**src/rtl/uart_boot_loader.sv**
```systemverilog
// UART (8N1) program loader: receives a length-prefixed image, writes it word by word
// into instruction memory and releases the CPU once the whole image has landed.
module uart_boot_loader #(
    parameter int CLKS_PER_BIT = 16,
    parameter int ADDR_W       = 6,
    parameter int MAX_WORDS    = 64
) (
    input  logic              clk,
    input  logic              reset,
    input  logic              rx,
    output logic              imem_we,
    output logic [ADDR_W-1:0] imem_addr,
    output logic [31:0]       imem_wdata,
    output logic              cpu_hold,
    output logic              load_done,
    output logic              frame_err
);

    localparam int CNT_W = (CLKS_PER_BIT > 2) ? $clog2(CLKS_PER_BIT) : 1;
    localparam logic [CNT_W-1:0] CNT_ZERO  = CNT_W'(0);
    localparam logic [CNT_W-1:0] CNT_ONE   = CNT_W'(1);
    localparam logic [CNT_W-1:0] BIT_LAST  = CNT_W'(CLKS_PER_BIT - 1);
    localparam logic [CNT_W-1:0] HALF_LAST = CNT_W'(CLKS_PER_BIT / 2 - 1);
    localparam logic [15:0]      MAX_LEN   = 16'(MAX_WORDS);

    typedef enum logic [1:0] {RX_IDLE, RX_START, RX_DATA, RX_STOP} rx_state_t;
    typedef enum logic [2:0] {LD_LEN_LO, LD_LEN_HI, LD_WORD, LD_DONE, LD_ERROR} ld_state_t;

    logic             rx_meta_r;
    logic             rx_s;
    rx_state_t        rx_state_r, rx_state_nxt_s;
    logic [CNT_W-1:0] cnt_r, cnt_nxt_s;
    logic [2:0]       bit_idx_r, bit_idx_nxt_s;
    logic [7:0]       shift_r, shift_nxt_s;
    logic             byte_valid_s;
    logic             rx_err_s;

    ld_state_t        ld_state_r, ld_state_nxt_s;
    logic [15:0]      len_r;
    logic [15:0]      len_full_s;
    logic [1:0]       byte_idx_r;
    logic [15:0]      word_cnt_r;
    logic [23:0]      asm_r;
    logic             word_wr_s;
    logic             done_set_s;
    logic             err_set_s;

    // Two-flop synchronizer for the asynchronous serial line (idles high)
    always_ff @(posedge clk or negedge reset) begin
        if (!reset) begin
            rx_meta_r <= 1'b1;
            rx_s      <= 1'b1;
        end else begin
            rx_meta_r <= rx;
            rx_s      <= rx_meta_r;
        end
    end

    // Receiver state and bit-timing registers
    always_ff @(posedge clk or negedge reset) begin
        if (!reset) begin
            rx_state_r <= RX_IDLE;
            cnt_r      <= CNT_ZERO;
            bit_idx_r  <= 3'd0;
            shift_r    <= 8'h00;
        end else begin
            rx_state_r <= rx_state_nxt_s;
            cnt_r      <= cnt_nxt_s;
            bit_idx_r  <= bit_idx_nxt_s;
            shift_r    <= shift_nxt_s;
        end
    end

    // Receiver next-state: start bit checked at mid-bit, then one sample per bit period
    always_comb begin
        rx_state_nxt_s = rx_state_r;
        cnt_nxt_s      = cnt_r;
        bit_idx_nxt_s  = bit_idx_r;
        shift_nxt_s    = shift_r;
        byte_valid_s   = 1'b0;
        rx_err_s       = 1'b0;
        case (rx_state_r)
            RX_IDLE: begin
                cnt_nxt_s = CNT_ZERO;
                if (!rx_s) begin
                    rx_state_nxt_s = RX_START;
                end else begin
                    rx_state_nxt_s = RX_IDLE;
                end
            end
            RX_START: begin
                if (cnt_r == HALF_LAST) begin
                    cnt_nxt_s     = CNT_ZERO;
                    bit_idx_nxt_s = 3'd0;
                    if (rx_s) begin
                        rx_state_nxt_s = RX_IDLE;
                    end else begin
                        rx_state_nxt_s = RX_DATA;
                    end
                end else begin
                    cnt_nxt_s = cnt_r + CNT_ONE;
                end
            end
            RX_DATA: begin
                if (cnt_r == BIT_LAST) begin
                    cnt_nxt_s   = CNT_ZERO;
                    shift_nxt_s = {rx_s, shift_r[7:1]};
                    if (bit_idx_r == 3'd7) begin
                        rx_state_nxt_s = RX_STOP;
                    end else begin
                        bit_idx_nxt_s = bit_idx_r + 3'd1;
                    end
                end else begin
                    cnt_nxt_s = cnt_r + CNT_ONE;
                end
            end
            RX_STOP: begin
                if (cnt_r == BIT_LAST) begin
                    cnt_nxt_s      = CNT_ZERO;
                    rx_state_nxt_s = RX_IDLE;
                    if (rx_s) begin
                        byte_valid_s = 1'b1;
                    end else begin
                        rx_err_s = 1'b1;
                    end
                end else begin
                    cnt_nxt_s = cnt_r + CNT_ONE;
                end
            end
            default: begin
                rx_state_nxt_s = RX_IDLE;
                cnt_nxt_s      = CNT_ZERO;
            end
        endcase
    end

    assign len_full_s = {shift_r, len_r[7:0]};

    // Loader state register
    always_ff @(posedge clk or negedge reset) begin
        if (!reset) begin
            ld_state_r <= LD_LEN_LO;
        end else begin
            ld_state_r <= ld_state_nxt_s;
        end
    end

    // Loader next-state and write/done/error strobes
    always_comb begin
        ld_state_nxt_s = ld_state_r;
        word_wr_s      = 1'b0;
        done_set_s     = 1'b0;
        err_set_s      = 1'b0;
        case (ld_state_r)
            LD_LEN_LO: begin
                if (rx_err_s) begin
                    ld_state_nxt_s = LD_ERROR;
                    err_set_s      = 1'b1;
                end else if (byte_valid_s) begin
                    ld_state_nxt_s = LD_LEN_HI;
                end else begin
                    ld_state_nxt_s = LD_LEN_LO;
                end
            end
            LD_LEN_HI: begin
                if (rx_err_s) begin
                    ld_state_nxt_s = LD_ERROR;
                    err_set_s      = 1'b1;
                end else if (byte_valid_s) begin
                    // An empty image finishes straight away; oversize images are rejected
                    if (len_full_s == 16'd0) begin
                        ld_state_nxt_s = LD_DONE;
                        done_set_s     = 1'b1;
                    end else if (len_full_s > MAX_LEN) begin
                        ld_state_nxt_s = LD_ERROR;
                        err_set_s      = 1'b1;
                    end else begin
                        ld_state_nxt_s = LD_WORD;
                    end
                end else begin
                    ld_state_nxt_s = LD_LEN_HI;
                end
            end
            LD_WORD: begin
                if (rx_err_s) begin
                    ld_state_nxt_s = LD_ERROR;
                    err_set_s      = 1'b1;
                end else if (byte_valid_s && (byte_idx_r == 2'd3)) begin
                    word_wr_s = 1'b1;
                    if ((word_cnt_r + 16'd1) == len_r) begin
                        ld_state_nxt_s = LD_DONE;
                    end else begin
                        ld_state_nxt_s = LD_WORD;
                    end
                end else begin
                    ld_state_nxt_s = LD_WORD;
                end
            end
            LD_DONE: begin
                ld_state_nxt_s = LD_DONE;
                done_set_s     = 1'b1;
            end
            LD_ERROR: begin
                ld_state_nxt_s = LD_ERROR;
                err_set_s      = 1'b1;
            end
            default: begin
                ld_state_nxt_s = LD_ERROR;
                err_set_s      = 1'b1;
            end
        endcase
    end

    // Loader datapath: length capture, little-endian word assembly, registered outputs
    always_ff @(posedge clk or negedge reset) begin
        if (!reset) begin
            len_r      <= 16'h0000;
            byte_idx_r <= 2'd0;
            word_cnt_r <= 16'h0000;
            asm_r      <= 24'h000000;
            imem_we    <= 1'b0;
            imem_addr  <= ADDR_W'(0);
            imem_wdata <= 32'h00000000;
            cpu_hold   <= 1'b1;
            load_done  <= 1'b0;
            frame_err  <= 1'b0;
        end else begin
            imem_we   <= word_wr_s;
            cpu_hold  <= cpu_hold & ~done_set_s;
            load_done <= load_done | done_set_s;
            frame_err <= frame_err | err_set_s;
            if (word_wr_s) begin
                imem_wdata <= {shift_r, asm_r};
            end
            // Address advances after each pulse except the last, so it never wraps
            if (imem_we && (ld_state_r != LD_DONE)) begin
                imem_addr <= imem_addr + ADDR_W'(1);
            end
            if (byte_valid_s && (ld_state_r == LD_LEN_LO)) begin
                len_r[7:0] <= shift_r;
            end
            if (byte_valid_s && (ld_state_r == LD_LEN_HI)) begin
                len_r[15:8] <= shift_r;
                byte_idx_r  <= 2'd0;
                word_cnt_r  <= 16'h0000;
            end
            if (byte_valid_s && (ld_state_r == LD_WORD)) begin
                byte_idx_r <= byte_idx_r + 2'd1;
                case (byte_idx_r)
                    2'd0:    asm_r[7:0]   <= shift_r;
                    2'd1:    asm_r[15:8]  <= shift_r;
                    2'd2:    asm_r[23:16] <= shift_r;
                    default: word_cnt_r   <= word_cnt_r + 16'd1;
                endcase
            end
        end
    end

endmodule
```
**config.mk**
```make
export PLATFORM = sky130hd
export DESIGN_NAME = uart_boot_loader
export DESIGN_NICKNAME = d
export VERILOG_FILES = /design/src/rtl/uart_boot_loader.sv
export SDC_FILE = /design/constraint.sdc
export NUM_CORES = 1
export LEC_CHECK = 0
export BUFFER_PORTS_ARGS = -buffer_cell sky130_fd_sc_hd__buf_2
export CORE_ASPECT_RATIO = 1.25
export CORE_MARGIN = 4
export CORE_UTILIZATION = 60
export CTS_CLUSTER_SIZE = 14
export DETAILED_ROUTE_END_ITERATION = 16
export PLACE_DENSITY = 0.87
export SLEW_MARGIN = 20
export SYNTH_ARGS = -nofsm -noshare
export SYNTH_HDL_FRONTEND = slang
export SYNTH_SLANG_ARGS = --single-unit
```
**constraint.sdc**
```tcl
create_clock -name clk -period 2.6 [get_ports clk]
set_input_delay 0.78 -clock clk [delete_from_list [all_inputs] [get_ports clk]]
set_output_delay 0.78 -clock clk [all_outputs]
set_load 0.03 [all_outputs]
```
==> impl_metrics.py <==
metrics = {
    "power": {
        "power.density_nw_per_um2": 729,
        "p_total_uw": 4800,
        "peakVddDrop_v": 0.000493,
        "p_leak_uw": 0.00333,
    },
    "clocking": {
        "cts_sinks": 122,
        "clk_pin_slew_ns": 0.06,
        "clock_latency_ns": 0.41,
        "clock_tree.buffer_depth": 2,
        "cts_tree": "built",
        "cts_buffers": 17,
        "cts_root_buffer": "clkbuf_16",
        "cts_hold_buf": 0,
        "h-tree-depth": 4,
    },
    "global_route": {
        "antenna_found_initial": 0,
        "grt_pass1_vias": 4104,
        "grt_max_degree": 57,
        "track_usage": 0.256,
        "grt_pass1_wl_mm": 21.0,
        "grt-ovfl-total": 0,
    },
    "die": {
        "dieHeight_um": 116,
        "core-area_um2": 9130,
        "io_pins": 45,
        "start_util": 0.614,
        "rows": 39,
        "die_w_um": 94.5,
        "die-area_um2": 11000,
    },
    "drt": {
        "via_per_inst": 6.04,
        "num_vias": 3989,
        "wl_mm": 13.0,
        "dr.pass1.iters": 5,
        "remaining_drc_errors": 0,
        "wl_per_cell_um": 19.7,
        "ant_nets": 0,
        "drt_iter0_drc": 327,
    },
    "yosys": {
        "synth_warnings": 0,
        "synth_cells": 469,
        "syn_area_um2": 5610,
        "synth_seq_cells": 122,
        "ys_seq_area_frac": 0.545,
        "synth_enable_flop_cells": 0,
        "avgSynthCellArea_um2": 12.0,
        "ys_async_sr_fraction": 1.00,
        "synth_fp_nets": 482,
        "synth_cell_type_count": 54,
        "synth-main-ff-cell": "dfrtp_1",
    },
    "place": {
        "dp.cells": 627,
        "gp_congestion": 0.886,
        "place_area_um2": 5980,
        "io_buffers": 44,
        "post-dp-hpwl_mm": 8.08,
    },
    "worst_setup_path": {
        "critPathMaxFanout": 8,
        "ff2ff_path_depth": 8,
        "crit_path_end_kind": "flip-flop",
        "reg2reg_slack_ns": 0.13,
        "reg2reg_from": "cnt_r[0]$_DFF_PN0_",
        "cp-start-kind": "flip-flop",
        "cp.arrival_ns": 2.76,
        "worstReg2RegEnd": "len_r[2]$_DFFE_PN0P_",
        "worstPathRequired_ns": 2.89,
        "worst-setup-path-type": "reg2reg",
    },
    "cells_and_area": {
        "areaGrowthSynthToFinish_pct": 17.4,
        "layout_commonest_cell": "dfrtp_1",
        "drive_above_1_share": 0.328,
        "layout.cells.non_filler": 660,
        "nets": 537,
        "antennaDiodeCount": 0,
        "most-common-layout-cells": "dfrtp_1, mux2_2, buf_2",
        "fin_area_um2": 6580,
    },
    "timing": {
        "period_needed_ns": 2.47,
        "finalMaxSlewViolations": 0,
        "finalSetupViolCount": 0,
        "final.setup.tns_ns": 0,
        "worstMarginPinSlew_ns": 0.674,
        "timing.fmax_mhz": 405,
        "fin_skew_ns": 0.0114,
        "finalCritPeriodShare": 0.951,
        "hold_viol": 0,
        "slew-limit-headroom": 0.551,
    },
    "outcome": {
        "status": "finished clean",
    },
    "run": {
        "maxCapViolCount": 0,
    },
    "worst_hold_path": {
        "hold_class": "in2async",
    },
}
==> repair_timing <==
item	CTS	global route
gates cloned	0	0
pin swaps	0	1
setup buffers	0	1
gates resized for setup	1	0
setup endpoints to repair	3	8
==> synth_stat cells, types with 3 or more instances <==
cell	count	share of area
buf_2	12	0.011
mux2_2	82	0.16
inv_1	8	0.0054
nor4_1	6	0.0067
nand3_1	11	0.0098
dfrtp_1	119	0.53
a31oi_1	4	0.0045
xnor2_1	18	0.028
dfstp_2	3	0.014
nand2_1	33	0.022
o21ai_0	34	0.030
xor2_1	9	0.014
nor2_1	26	0.017
nand3b_1	3	0.0040
or3_1	3	0.0033
and3_1	5	0.0056
o31ai_1	7	0.0094
clkbuf_1	5	0.0033
a21oi_1	13	0.012
a22o_1	3	0.0047
nand4_1	7	0.0078
nand2b_1	3	0.0033
and2_1	3	0.0033
ha_1	10	0.022
nor3_1	6	0.0054
==> report_power, final <==
group | internal [uW] | switching, uW | total [uW]
Sequential | 1980 | 151 | 2140
Combinational | 170 | 194 | 364
Clock | 1480 | 814 | 2300
==> per-layer routing <==
layer / track usage / wire length [um] / up-vias
met2: 0.433 / 6690 / 161
met3: 0.0571 / 590 / 45
met5: 0 / 0 / -
met1: 0.305 / 5300 / 1979
met4: 0.136 / 447 / 0
li1: - / - / 1804
==> through the flow <==
stage	hold slack (ns)	setup slack, ns	util
final	0.330	0.128	0.721
after global routing	0.354	-0.00327	0.721
after CTS	0.340	0.113	0.719
after detailed placement	0.349	0.00653	0.655
after global placement	0.346	0.151	0.655
after floorplan	0.345	0.442	-
==> logic make-up (layout without fill, tap and decap cells) <==
logic type / Yosys count / in the layout / synth area share
xor gates and xnor gates: 27 / 27 / 0.0422
adders and majority gates: 10 / 10 / 0.0223
AOI/OAI and AO/OA: 76 / 76 / 0.0828
and+or+nand+nor: 122 / 122 / 0.116
buffers and inverters: 28 / 96 / 0.0230
muxes: 84 / 84 / 0.168
DFF: 122 / 122 / 0.545
==> final cells by class <==
cell class	instances	area, um2
sequential	122	3060
clock buffer	25	485
tap	123	154
multi-input combinational	319	2420
timing repair buffer	56	338
inverter	8	30.0
clock inverter	7	92.6
fill	578	2540
==> worst max-delay path, cell delays in order (launching register included) <==
cell and delay, ns:
dfrtp_1 0.40, ha_1 0.30, and3_1 0.22, buf_4 0.14, nand3_1 0.17, or3_1 0.41
nor3_4 0.22, buf_12 0.15, mux2_2 0.34
==> flip-flops by register name (all words and copies together) (netlist names), 2 cells and up, named ones only <==
register / flops
imem_addr: 6
bit_idx_r: 3
word_cnt_r: 16
imem_wdata: 32
cnt_r: 4
ld_state_r: 3
asm_r: 24
byte_idx_r: 2
len_r: 16
shift_r: 8
==> worst max path at each step <==
stage,startpoint,endpoint,depth (start not counted)
floorplan,word_cnt_r[0]$_DFF_PN0_,ld_state_r[0]$_DFF_PN0_,8
global placement,cnt_r[0]$_DFF_PN0_,word_cnt_r[10]$_DFF_PN0_,7
detailed placement,cnt_r[0]$_DFF_PN0_,word_cnt_r[10]$_DFF_PN0_,7
CTS,cnt_r[0]$_DFF_PN0_,len_r[2]$_DFFE_PN0P_,7
global route,cnt_r[0]$_DFF_PN0_,len_r[6]$_DFFE_PN0P_,8
finish,cnt_r[0]$_DFF_PN0_,len_r[2]$_DFFE_PN0P_,8
Power figures use the tool's default switching activity.
